==> config.mk <==
export PLATFORM = sky130hd
export DESIGN_NAME = medidor_distancia_bcd_flat
export DESIGN_NICKNAME = d
export VERILOG_FILES = /design/src/rtl/medidor_distancia_bcd_if.sv /design/src/rtl/medidor_distancia_bcd.sv /design/src/flat_wrapper.sv
export SDC_FILE = /design/constraint.sdc
export NUM_CORES = 1
export LEC_CHECK = 0
export BUFFER_PORTS_ARGS = -buffer_cell sky130_fd_sc_hd__buf_2
export CORE_UTILIZATION = 50
export CTS_CLUSTER_DIAMETER = 100
export DETAILED_ROUTE_END_ITERATION = 7
export PLACE_DENSITY = 0.76
export SLEW_MARGIN = 40
export SYNTH_ARGS = -nofsm -noshare
export SYNTH_HDL_FRONTEND = slang
export SYNTH_SLANG_ARGS = --single-unit
==> constraint.sdc <==
create_clock -name clock -period 4.2 [get_ports clock]
set_input_delay 0.42 -clock clock [delete_from_list [all_inputs] [get_ports clock]]
set_output_delay 0.42 -clock clock [all_outputs]
set_load 0.01 [all_outputs]
==> src/rtl/medidor_distancia_bcd_if.sv <==
// Handshake and result bundle between the echo-width meter and its neighbours.
// The master drives the start request, echo pulse and unit select; the slave returns the latched result.
interface medidor_distancia_bcd_if #(
    parameter int D = 3
);
    logic           medir;
    logic           pulso;
    logic           unidade;
    logic [4*D-1:0] digitos;
    logic           pronto;
    logic           ocupado;
    logic           estouro;
    logic           erro_timeout;
    logic [2:0]     db_estado;

    modport master (
        output medir, pulso, unidade,
        input  digitos, pronto, ocupado, estouro, erro_timeout, db_estado
    );

    modport slave (
        input  medir, pulso, unidade,
        output digitos, pronto, ocupado, estouro, erro_timeout, db_estado
    );
endinterface

==> src/rtl/medidor_distancia_bcd.sv <==
// Echo-pulse width to D-digit BCD distance (cm or inch) with start/done handshake.
// Optional pulse/wait timeout enabled by defining MEDIDOR_TIMEOUT_EN.
module medidor_distancia_bcd #(
    parameter int R_CM    = 2941,
    parameter int R_IN    = 7462,
    parameter int D       = 3,
    parameter int TIMEOUT = 1250000
) (
    input  logic clock,
    input  logic reset,
    medidor_distancia_bcd_if.slave bus
);
    localparam int R_MAX = (R_CM > R_IN) ? R_CM : R_IN;
    localparam int TW    = (R_MAX > 1) ? $clog2(R_MAX) : 1;
    localparam int RW    = $clog2(R_MAX + 1);

    if (D < 1 || D > 6 || TIMEOUT < 1) begin : g_param_check
        $error("medidor_distancia_bcd: D must be 1..6 and TIMEOUT positive");
    end

    typedef enum logic [2:0] {
        INICIAL    = 3'b000,
        ESPERA     = 3'b001,
        CONTA      = 3'b010,
        ARMAZENA   = 3'b011,
`ifdef MEDIDOR_TIMEOUT_EN
        TIMEOUT_ST = 3'b101,
`endif
        FIM        = 3'b100
    } estado_t;

    estado_t        estado;
    logic [TW-1:0]  tick;
    logic [RW-1:0]  sel_r;
    logic [4*D-1:0] acc;
    logic           ovf;
    logic [4*D-1:0] digitos;
    logic           estouro;
    logic           pronto;
    logic           conta_ciclo;
    logic           no_meio;
    logic           fim_periodo;
    logic [4*D:0]   acc_inc;

    // Increment with saturation: all-9s stays all-9s and reports overflow in the MSB.
    function automatic logic [4*D:0] bcd_inc(input logic [4*D-1:0] v);
        logic [4*D-1:0] r;
        logic           carry;
        logic           all9;
        all9 = 1'b1;
        for (int i = 0; i < D; i++) begin
            if (v[4*i +: 4] != 4'd9) all9 = 1'b0;
        end
        r     = v;
        carry = 1'b1;
        if (!all9) begin
            for (int i = 0; i < D; i++) begin
                if (carry) begin
                    if (r[4*i +: 4] == 4'd9) begin
                        r[4*i +: 4] = 4'd0;
                    end else begin
                        r[4*i +: 4] = r[4*i +: 4] + 4'd1;
                        carry       = 1'b0;
                    end
                end
            end
        end
        return {all9, r};
    endfunction

    // A pulse cycle counts in ESPERA too: the detection cycle is pulse cycle 0.
    assign conta_ciclo = bus.pulso && (estado == ESPERA || estado == CONTA);
    assign no_meio     = (RW'(tick) == (sel_r >> 1));
    assign fim_periodo = (RW'(tick) == sel_r - RW'(1));
    assign acc_inc     = bcd_inc(acc);

`ifdef MEDIDOR_TIMEOUT_EN
    localparam int MW = $clog2(TIMEOUT + 1);
    logic [MW-1:0] tmo_cnt;
    logic          erro_timeout;
`endif

    always_ff @(posedge clock) begin
        if (reset) begin
            estado  <= INICIAL;
            tick    <= '0;
            sel_r   <= '0;
            acc     <= '0;
            ovf     <= 1'b0;
            digitos <= '0;
            estouro <= 1'b0;
            pronto  <= 1'b0;
`ifdef MEDIDOR_TIMEOUT_EN
            tmo_cnt      <= '0;
            erro_timeout <= 1'b0;
`endif
        end else begin
            pronto <= 1'b0;

            if (conta_ciclo) begin
                tick <= fim_periodo ? '0 : tick + TW'(1);
                if (no_meio) begin
                    acc <= acc_inc[4*D-1:0];
                    if (acc_inc[4*D]) ovf <= 1'b1;
                end
            end

            case (estado)
                INICIAL: begin
                    if (bus.medir) begin
                        tick    <= '0;
                        acc     <= '0;
                        ovf     <= 1'b0;
                        estouro <= 1'b0;
                        sel_r   <= bus.unidade ? RW'(R_IN) : RW'(R_CM);
`ifdef MEDIDOR_TIMEOUT_EN
                        tmo_cnt      <= '0;
                        erro_timeout <= 1'b0;
`endif
                        estado  <= ESPERA;
                    end
                end
                ESPERA:   if (bus.pulso) estado <= CONTA;
                CONTA:    if (!bus.pulso) estado <= ARMAZENA;
                ARMAZENA: begin
                    digitos <= acc;
                    estouro <= ovf;
                    pronto  <= 1'b1;
                    estado  <= FIM;
                end
`ifdef MEDIDOR_TIMEOUT_EN
                TIMEOUT_ST: begin
                    erro_timeout <= 1'b1;
                    pronto       <= 1'b1;
                    estado       <= FIM;
                end
`endif
                FIM:      estado <= INICIAL;
                default:  estado <= INICIAL;
            endcase

`ifdef MEDIDOR_TIMEOUT_EN
            // Timeout overrides any ESPERA/CONTA transition taken this cycle.
            if (estado == ESPERA || estado == CONTA) begin
                if (tmo_cnt == MW'(TIMEOUT - 1)) estado <= TIMEOUT_ST;
                else tmo_cnt <= tmo_cnt + MW'(1);
            end
`endif
        end
    end

    assign bus.digitos   = digitos;
    assign bus.estouro   = estouro;
    assign bus.pronto    = pronto;
    assign bus.ocupado   = (estado != INICIAL);
    assign bus.db_estado = estado;
`ifdef MEDIDOR_TIMEOUT_EN
    assign bus.erro_timeout = erro_timeout;
`else
    assign bus.erro_timeout = 1'b0;
`endif
endmodule
==> src/flat_wrapper.sv <==
// flat-port wrapper written by rule: the top's interface ports become plain ports
module medidor_distancia_bcd_flat 
#(
    parameter int R_CM    = 2941,
    parameter int R_IN    = 7462,
    parameter int D       = 3,
    parameter int TIMEOUT = 1250000
)
  (clock, reset, bus_medir, bus_pulso, bus_unidade, bus_digitos, bus_pronto, bus_ocupado, bus_estouro, bus_erro_timeout, bus_db_estado);
  medidor_distancia_bcd_if #(.D(D)) bus_i ();
  input  logic clock;
  input  logic reset;
  input wire logic [$bits(bus_i.medir)-1:0] bus_medir;
  input wire logic [$bits(bus_i.pulso)-1:0] bus_pulso;
  input wire logic [$bits(bus_i.unidade)-1:0] bus_unidade;
  output wire logic [$bits(bus_i.digitos)-1:0] bus_digitos;
  output wire logic [$bits(bus_i.pronto)-1:0] bus_pronto;
  output wire logic [$bits(bus_i.ocupado)-1:0] bus_ocupado;
  output wire logic [$bits(bus_i.estouro)-1:0] bus_estouro;
  output wire logic [$bits(bus_i.erro_timeout)-1:0] bus_erro_timeout;
  output wire logic [$bits(bus_i.db_estado)-1:0] bus_db_estado;
  assign bus_i.medir = bus_medir;
  assign bus_i.pulso = bus_pulso;
  assign bus_i.unidade = bus_unidade;
  assign bus_digitos = bus_i.digitos;
  assign bus_pronto = bus_i.pronto;
  assign bus_ocupado = bus_i.ocupado;
  assign bus_estouro = bus_i.estouro;
  assign bus_erro_timeout = bus_i.erro_timeout;
  assign bus_db_estado = bus_i.db_estado;
  medidor_distancia_bcd #(.R_CM(R_CM), .R_IN(R_IN), .D(D), .TIMEOUT(TIMEOUT)) u_core (.clock(clock), .reset(reset), .bus(bus_i));
endmodule
==> impl_metrics.xml <==
<?xml version="1.0" encoding="UTF-8"?>
<metrics>
  <group name="synthesis">
    <metric name="synth.net_count" unit="">319</metric>
    <metric name="seq_area_frac_synth" unit="">0.374</metric>
    <metric name="netlist-cell-type-count" unit="">49</metric>
    <metric name="synth.cell_area" unit="µm²">2460</metric>
    <metric name="avgSynthCellArea" unit="µm²">7.92</metric>
    <metric name="postSynthCellCount" unit="">311</metric>
    <metric name="synth_seq_cells" unit="">46</metric>
    <metric name="async_flop_share" unit="">0</metric>
    <metric name="synth_edf_count" unit="">0</metric>
    <metric name="dominantRegCellSynth" unit="">sky130_fd_sc_hd__dfxtp_1</metric>
    <metric name="yosysWarnings" unit="">0</metric>
  </group>
  <group name="grt">
    <metric name="first_pass_grt_wire_length" unit="µm">8910</metric>
    <metric name="grt_max_degree" unit="">29</metric>
    <metric name="number_of_global_route_vias_before_repair" unit="">1910</metric>
    <metric name="grt_overflow" unit="">0</metric>
    <metric name="track_usage" unit="">0.214</metric>
    <metric name="antenna_found_initial" unit="">0</metric>
  </group>
  <group name="final_layout">
    <metric name="synthToLayoutAreaGrowth" unit="%">9.60</metric>
    <metric name="utilization" unit="">0.572</metric>
    <metric name="layout.nets" unit="">327</metric>
    <metric name="antenna-diode-count" unit="">0</metric>
    <metric name="post_route_cells_drive_above_1_share" unit="">0.122</metric>
    <metric name="layout.filler_cells" unit="">456</metric>
  </group>
  <group name="clocking">
    <metric name="hold_buffers" unit="">0</metric>
    <metric name="post_cts_buffers" unit="">0</metric>
    <metric name="cts.sinks" unit="">46</metric>
    <metric name="htreeDepth" unit="">2</metric>
    <metric name="insertion_delay" unit="ns">0.30</metric>
    <metric name="clk_root_buffer_cell" unit="">sky130_fd_sc_hd__clkbuf_8</metric>
    <metric name="cts-root-to-sink-buffers" unit="">2</metric>
    <metric name="clk_pin_slew" unit="ns">0.09</metric>
    <metric name="cts-resized-gates" unit="">0</metric>
    <metric name="tritoncts" unit="">built</metric>
    <metric name="cts_inserted_buffers" unit="">5</metric>
  </group>
  <group name="job">
    <metric name="maxCapViolations" unit="">0</metric>
  </group>
  <group name="worst_setup_path">
    <metric name="critPathCaptureType" unit="">flip-flop</metric>
    <metric name="worstPathMaxFanout" unit="">18</metric>
    <metric name="critical_path.reg2reg.endpoint" unit="">u_core.acc[3]</metric>
    <metric name="critical_path_arrival" unit="ns">2.79</metric>
    <metric name="required" unit="ns">4.43</metric>
    <metric name="path_class" unit="">flip-flop to flip-flop</metric>
    <metric name="worst_r2r_path_depth" unit="">5</metric>
    <metric name="regToRegSetupSlack" unit="ns">1.63</metric>
    <metric name="worstReg2RegStart" unit="">u_core.sel_r[9]</metric>
    <metric name="cp-start-kind" unit="">flip-flop</metric>
  </group>
  <group name="detailed_routing">
    <metric name="drt-vias-per-instance" unit="">5.61</metric>
    <metric name="post-route-drc-count" unit="">0</metric>
    <metric name="num_vias" unit="">2173</metric>
    <metric name="first_iter_violations" unit="">185</metric>
    <metric name="drt-total-wl" unit="µm">5210</metric>
    <metric name="route.detailed.wl_per_inst" unit="µm">13.5</metric>
    <metric name="dr.pass1.iters" unit="">4</metric>
    <metric name="antenna_left" unit="">0</metric>
  </group>
  <group name="sta">
    <metric name="setup-violations-final" unit="">0</metric>
    <metric name="timing_max_transition_violations_final" unit="">0</metric>
    <metric name="grt_setup_unrepaired" unit="">no</metric>
    <metric name="min_period" unit="ns">2.57</metric>
    <metric name="clock-skew-final" unit="ns">0.00424</metric>
    <metric name="hold_ws" unit="ns">0.307</metric>
    <metric name="final_critical_path_share_of_the_clock_period" unit="">0.611</metric>
    <metric name="final.setup.tns" unit="ns">0</metric>
    <metric name="report.final.hold_viol_count" unit="">0</metric>
    <metric name="fmax" unit="MHz">390</metric>
    <metric name="tightestPinTransition" unit="ns">0.721</metric>
    <metric name="slew_headroom" unit="">0.515</metric>
  </group>
  <group name="min_path">
    <metric name="worstHoldPathType" unit="">input pin to flip-flop</metric>
    <metric name="worstHoldEndpoint" unit="">u_core.sel_r[9]</metric>
    <metric name="min_path_cells" unit="">2</metric>
    <metric name="hold_path_startpoint" unit="">bus_unidade</metric>
  </group>
  <group name="pwr">
    <metric name="total_leakage_power" unit="nW">0.943</metric>
    <metric name="powerDensity" unit="nW/µm²">330</metric>
    <metric name="ir_worst_vdd" unit="µV">197</metric>
  </group>
  <group name="die">
    <metric name="fp.coreArea" unit="µm²">4720</metric>
    <metric name="die_width" unit="µm">72.2</metric>
    <metric name="floorplan.initialDensity" unit="">0.522</metric>
    <metric name="floorplan.die.height" unit="µm">72.2</metric>
    <metric name="overall_die_area" unit="µm²">5210</metric>
    <metric name="io_pins" unit="">24</metric>
    <metric name="rows" unit="">25</metric>
  </group>
  <group name="placed_design">
    <metric name="place_hpwl" unit="µm">3630</metric>
    <metric name="gpl.final_weighted_congestion" unit="">0.842</metric>
    <metric name="buffer_ports.inserted" unit="">22</metric>
  </group>
  <group name="run_status">
    <metric name="outcome" unit="">finished clean</metric>
  </group>
</metrics>
==> area by class of cell <==
class,count,area (µm²),share of cell area
Timing Repair Buffer,25,133,0.0491
Clock inverter,3,48.8,0.0181
Inverter,11,41.3,0.0153
Multi-Input combinational cell,230,1400,0.520
Clock buffer,5,68.8,0.0255
Tap cell,67,83.8,0.0310
Sequential cell,46,921,0.341
==> cell usage in the layout (no fill, tap or decap), types with 5 or more instances in the layout <==
cell | Yosys | final
sky130_fd_sc_hd__a21oi_1 | 30 | 30
sky130_fd_sc_hd__inv_1 | 11 | 11
sky130_fd_sc_hd__and2_1 | 5 | 5
sky130_fd_sc_hd__nor4_1 | 6 | 6
sky130_fd_sc_hd__nor2b_1 | 5 | 5
sky130_fd_sc_hd__clkbuf_8 | 0 | 5
sky130_fd_sc_hd__a211oi_1 | 15 | 15
sky130_fd_sc_hd__nand2_1 | 36 | 36
sky130_fd_sc_hd__dfxtp_1 | 46 | 46
sky130_fd_sc_hd__buf_2 | 5 | 22
sky130_fd_sc_hd__mux2i_1 | 5 | 5
sky130_fd_sc_hd__nor2_1 | 24 | 23
sky130_fd_sc_hd__and3_1 | 7 | 7
sky130_fd_sc_hd__o21ai_0 | 8 | 8
sky130_fd_sc_hd__xnor2_1 | 12 | 12
sky130_fd_sc_hd__o31ai_1 | 5 | 5
sky130_fd_sc_hd__nor3_1 | 8 | 8
sky130_fd_sc_hd__nand3_1 | 5 | 5
sky130_fd_sc_hd__or4_1 | 8 | 8
==> metrics by stage <==
stage / setup WS (ns) / std cells / instance area, µm² / power, mW
final: 1.63 / 387 / 2700 / 0.892
after global routing: 1.45 / 387 / 2700 / 0.929
after CTS: 1.67 / 387 / 2700 / 0.899
after global placement: 1.70 / 379 / 2580 / 0.558
after detailed placement: 1.64 / 379 / 2580 / 0.560
after floorplan: 1.70 / 311 / 2460 / 0.540
==> cells in the mapped netlist (2+ instances only) <==
cell | number | area, µm²
sky130_fd_sc_hd__o21ai_0 | 8 | 40.0
sky130_fd_sc_hd__nand2b_1 | 2 | 12.5
sky130_fd_sc_hd__nor4_1 | 6 | 37.5
sky130_fd_sc_hd__nand3b_1 | 2 | 15.0
sky130_fd_sc_hd__o2111ai_1 | 2 | 17.5
sky130_fd_sc_hd__or4_1 | 8 | 60.1
sky130_fd_sc_hd__nand4_1 | 4 | 25.0
sky130_fd_sc_hd__ha_1 | 3 | 37.5
sky130_fd_sc_hd__nand3_1 | 5 | 25.0
sky130_fd_sc_hd__a21oi_1 | 30 | 150
sky130_fd_sc_hd__nor2b_1 | 5 | 31.3
sky130_fd_sc_hd__and3_1 | 7 | 43.8
sky130_fd_sc_hd__and2_1 | 5 | 31.3
sky130_fd_sc_hd__xnor2_1 | 12 | 105
sky130_fd_sc_hd__xor2_1 | 4 | 35.0
sky130_fd_sc_hd__and4_1 | 3 | 26.3
sky130_fd_sc_hd__or3_1 | 2 | 12.5
sky130_fd_sc_hd__mux2i_1 | 5 | 50.1
sky130_fd_sc_hd__clkbuf_1 | 16 | 60.1
sky130_fd_sc_hd__inv_1 | 11 | 41.3
sky130_fd_sc_hd__buf_1 | 2 | 7.51
sky130_fd_sc_hd__or2_2 | 3 | 18.8
sky130_fd_sc_hd__a211oi_1 | 15 | 113
sky130_fd_sc_hd__dfxtp_1 | 46 | 921
sky130_fd_sc_hd__nor3_1 | 8 | 40.0
sky130_fd_sc_hd__o21bai_1 | 2 | 15.0
sky130_fd_sc_hd__a22oi_1 | 3 | 22.5
sky130_fd_sc_hd__nor2_1 | 24 | 90.1
sky130_fd_sc_hd__a31oi_1 | 4 | 25.0
sky130_fd_sc_hd__buf_2 | 5 | 25.0
sky130_fd_sc_hd__o31ai_1 | 5 | 37.5
sky130_fd_sc_hd__nand2_1 | 36 | 135
sky130_fd_sc_hd__nor4bb_1 | 2 | 20.0
==> worst max-delay path by stage <==
stage,from,end,slack [ns]
2_1_floorplan,u_core.sel_r[10],u_core.tick[10],1.70
3_3_place_gp,bus_pulso,u_core.acc[3],1.70
3_5_place_dp,bus_pulso,u_core.acc[3],1.64
4_1_cts,u_core.sel_r[9],u_core.acc[3],1.67
5_1_grt,u_core.sel_r[9],u_core.acc[7],1.45
6_report,u_core.sel_r[9],u_core.acc[3],1.63
==> flip-flops by register name, summed over array words and instances (netlist names) <==
| name | count |
|---|---|
| u_core.bus.db_estado | 3 |
| u_core.bus.digitos | 12 |
| u_core.bus.pronto | 1 |
| u_core.bus.estouro | 1 |
| u_core.sel_r | 3 |
| u_core.ovf | 1 |
| u_core.acc | 12 |
| u_core.tick | 13 |
==> critical path, stage by stage, from the launching register on <==
cell,delay [ns]
sky130_fd_sc_hd__dfxtp_1,0.58
sky130_fd_sc_hd__and4_1,0.26
sky130_fd_sc_hd__o211ai_1,0.11
sky130_fd_sc_hd__or4_1,0.80
sky130_fd_sc_hd__or4_1,0.55
sky130_fd_sc_hd__a31oi_1,0.18
==> per-layer routing <==
metal,wire length (µm),GRT usage,vias to the layer above
met1,2530,0.288,1028
met5,0,0,-
met2,2530,0.354,18
met3,116,0.0347,4
met4,31,0.0632,0
li1,-,-,1123
==> power by group <==
group          switching, mW  leakage (nW)  internal [mW]  total [mW]
sequential            0.0144         0.371          0.441       0.456
clock                  0.160        0.0563          0.181       0.342
combinational         0.0565         0.515         0.0380      0.0944
==> kinds of logic (layout without fill, tap and decap cells) <==
| kind of cell | count (synthesis) | after routing | share of synthesized area |
|---|---|---|---|
| simple gates | 127 | 127 | 0.270 |
| compound gates | 76 | 76 | 0.194 |
| flops | 46 | 46 | 0.374 |
| buf+inv | 35 | 44 | 0.0574 |
| xor+xnor | 17 | 17 | 0.0635 |
| mux | 6 | 6 | 0.0249 |
| fa+ha+maj | 3 | 3 | 0.0152 |
| other cells | 1 | 1 | 0.00152 |
Note: power is estimated with default switching activity, not from simulation.
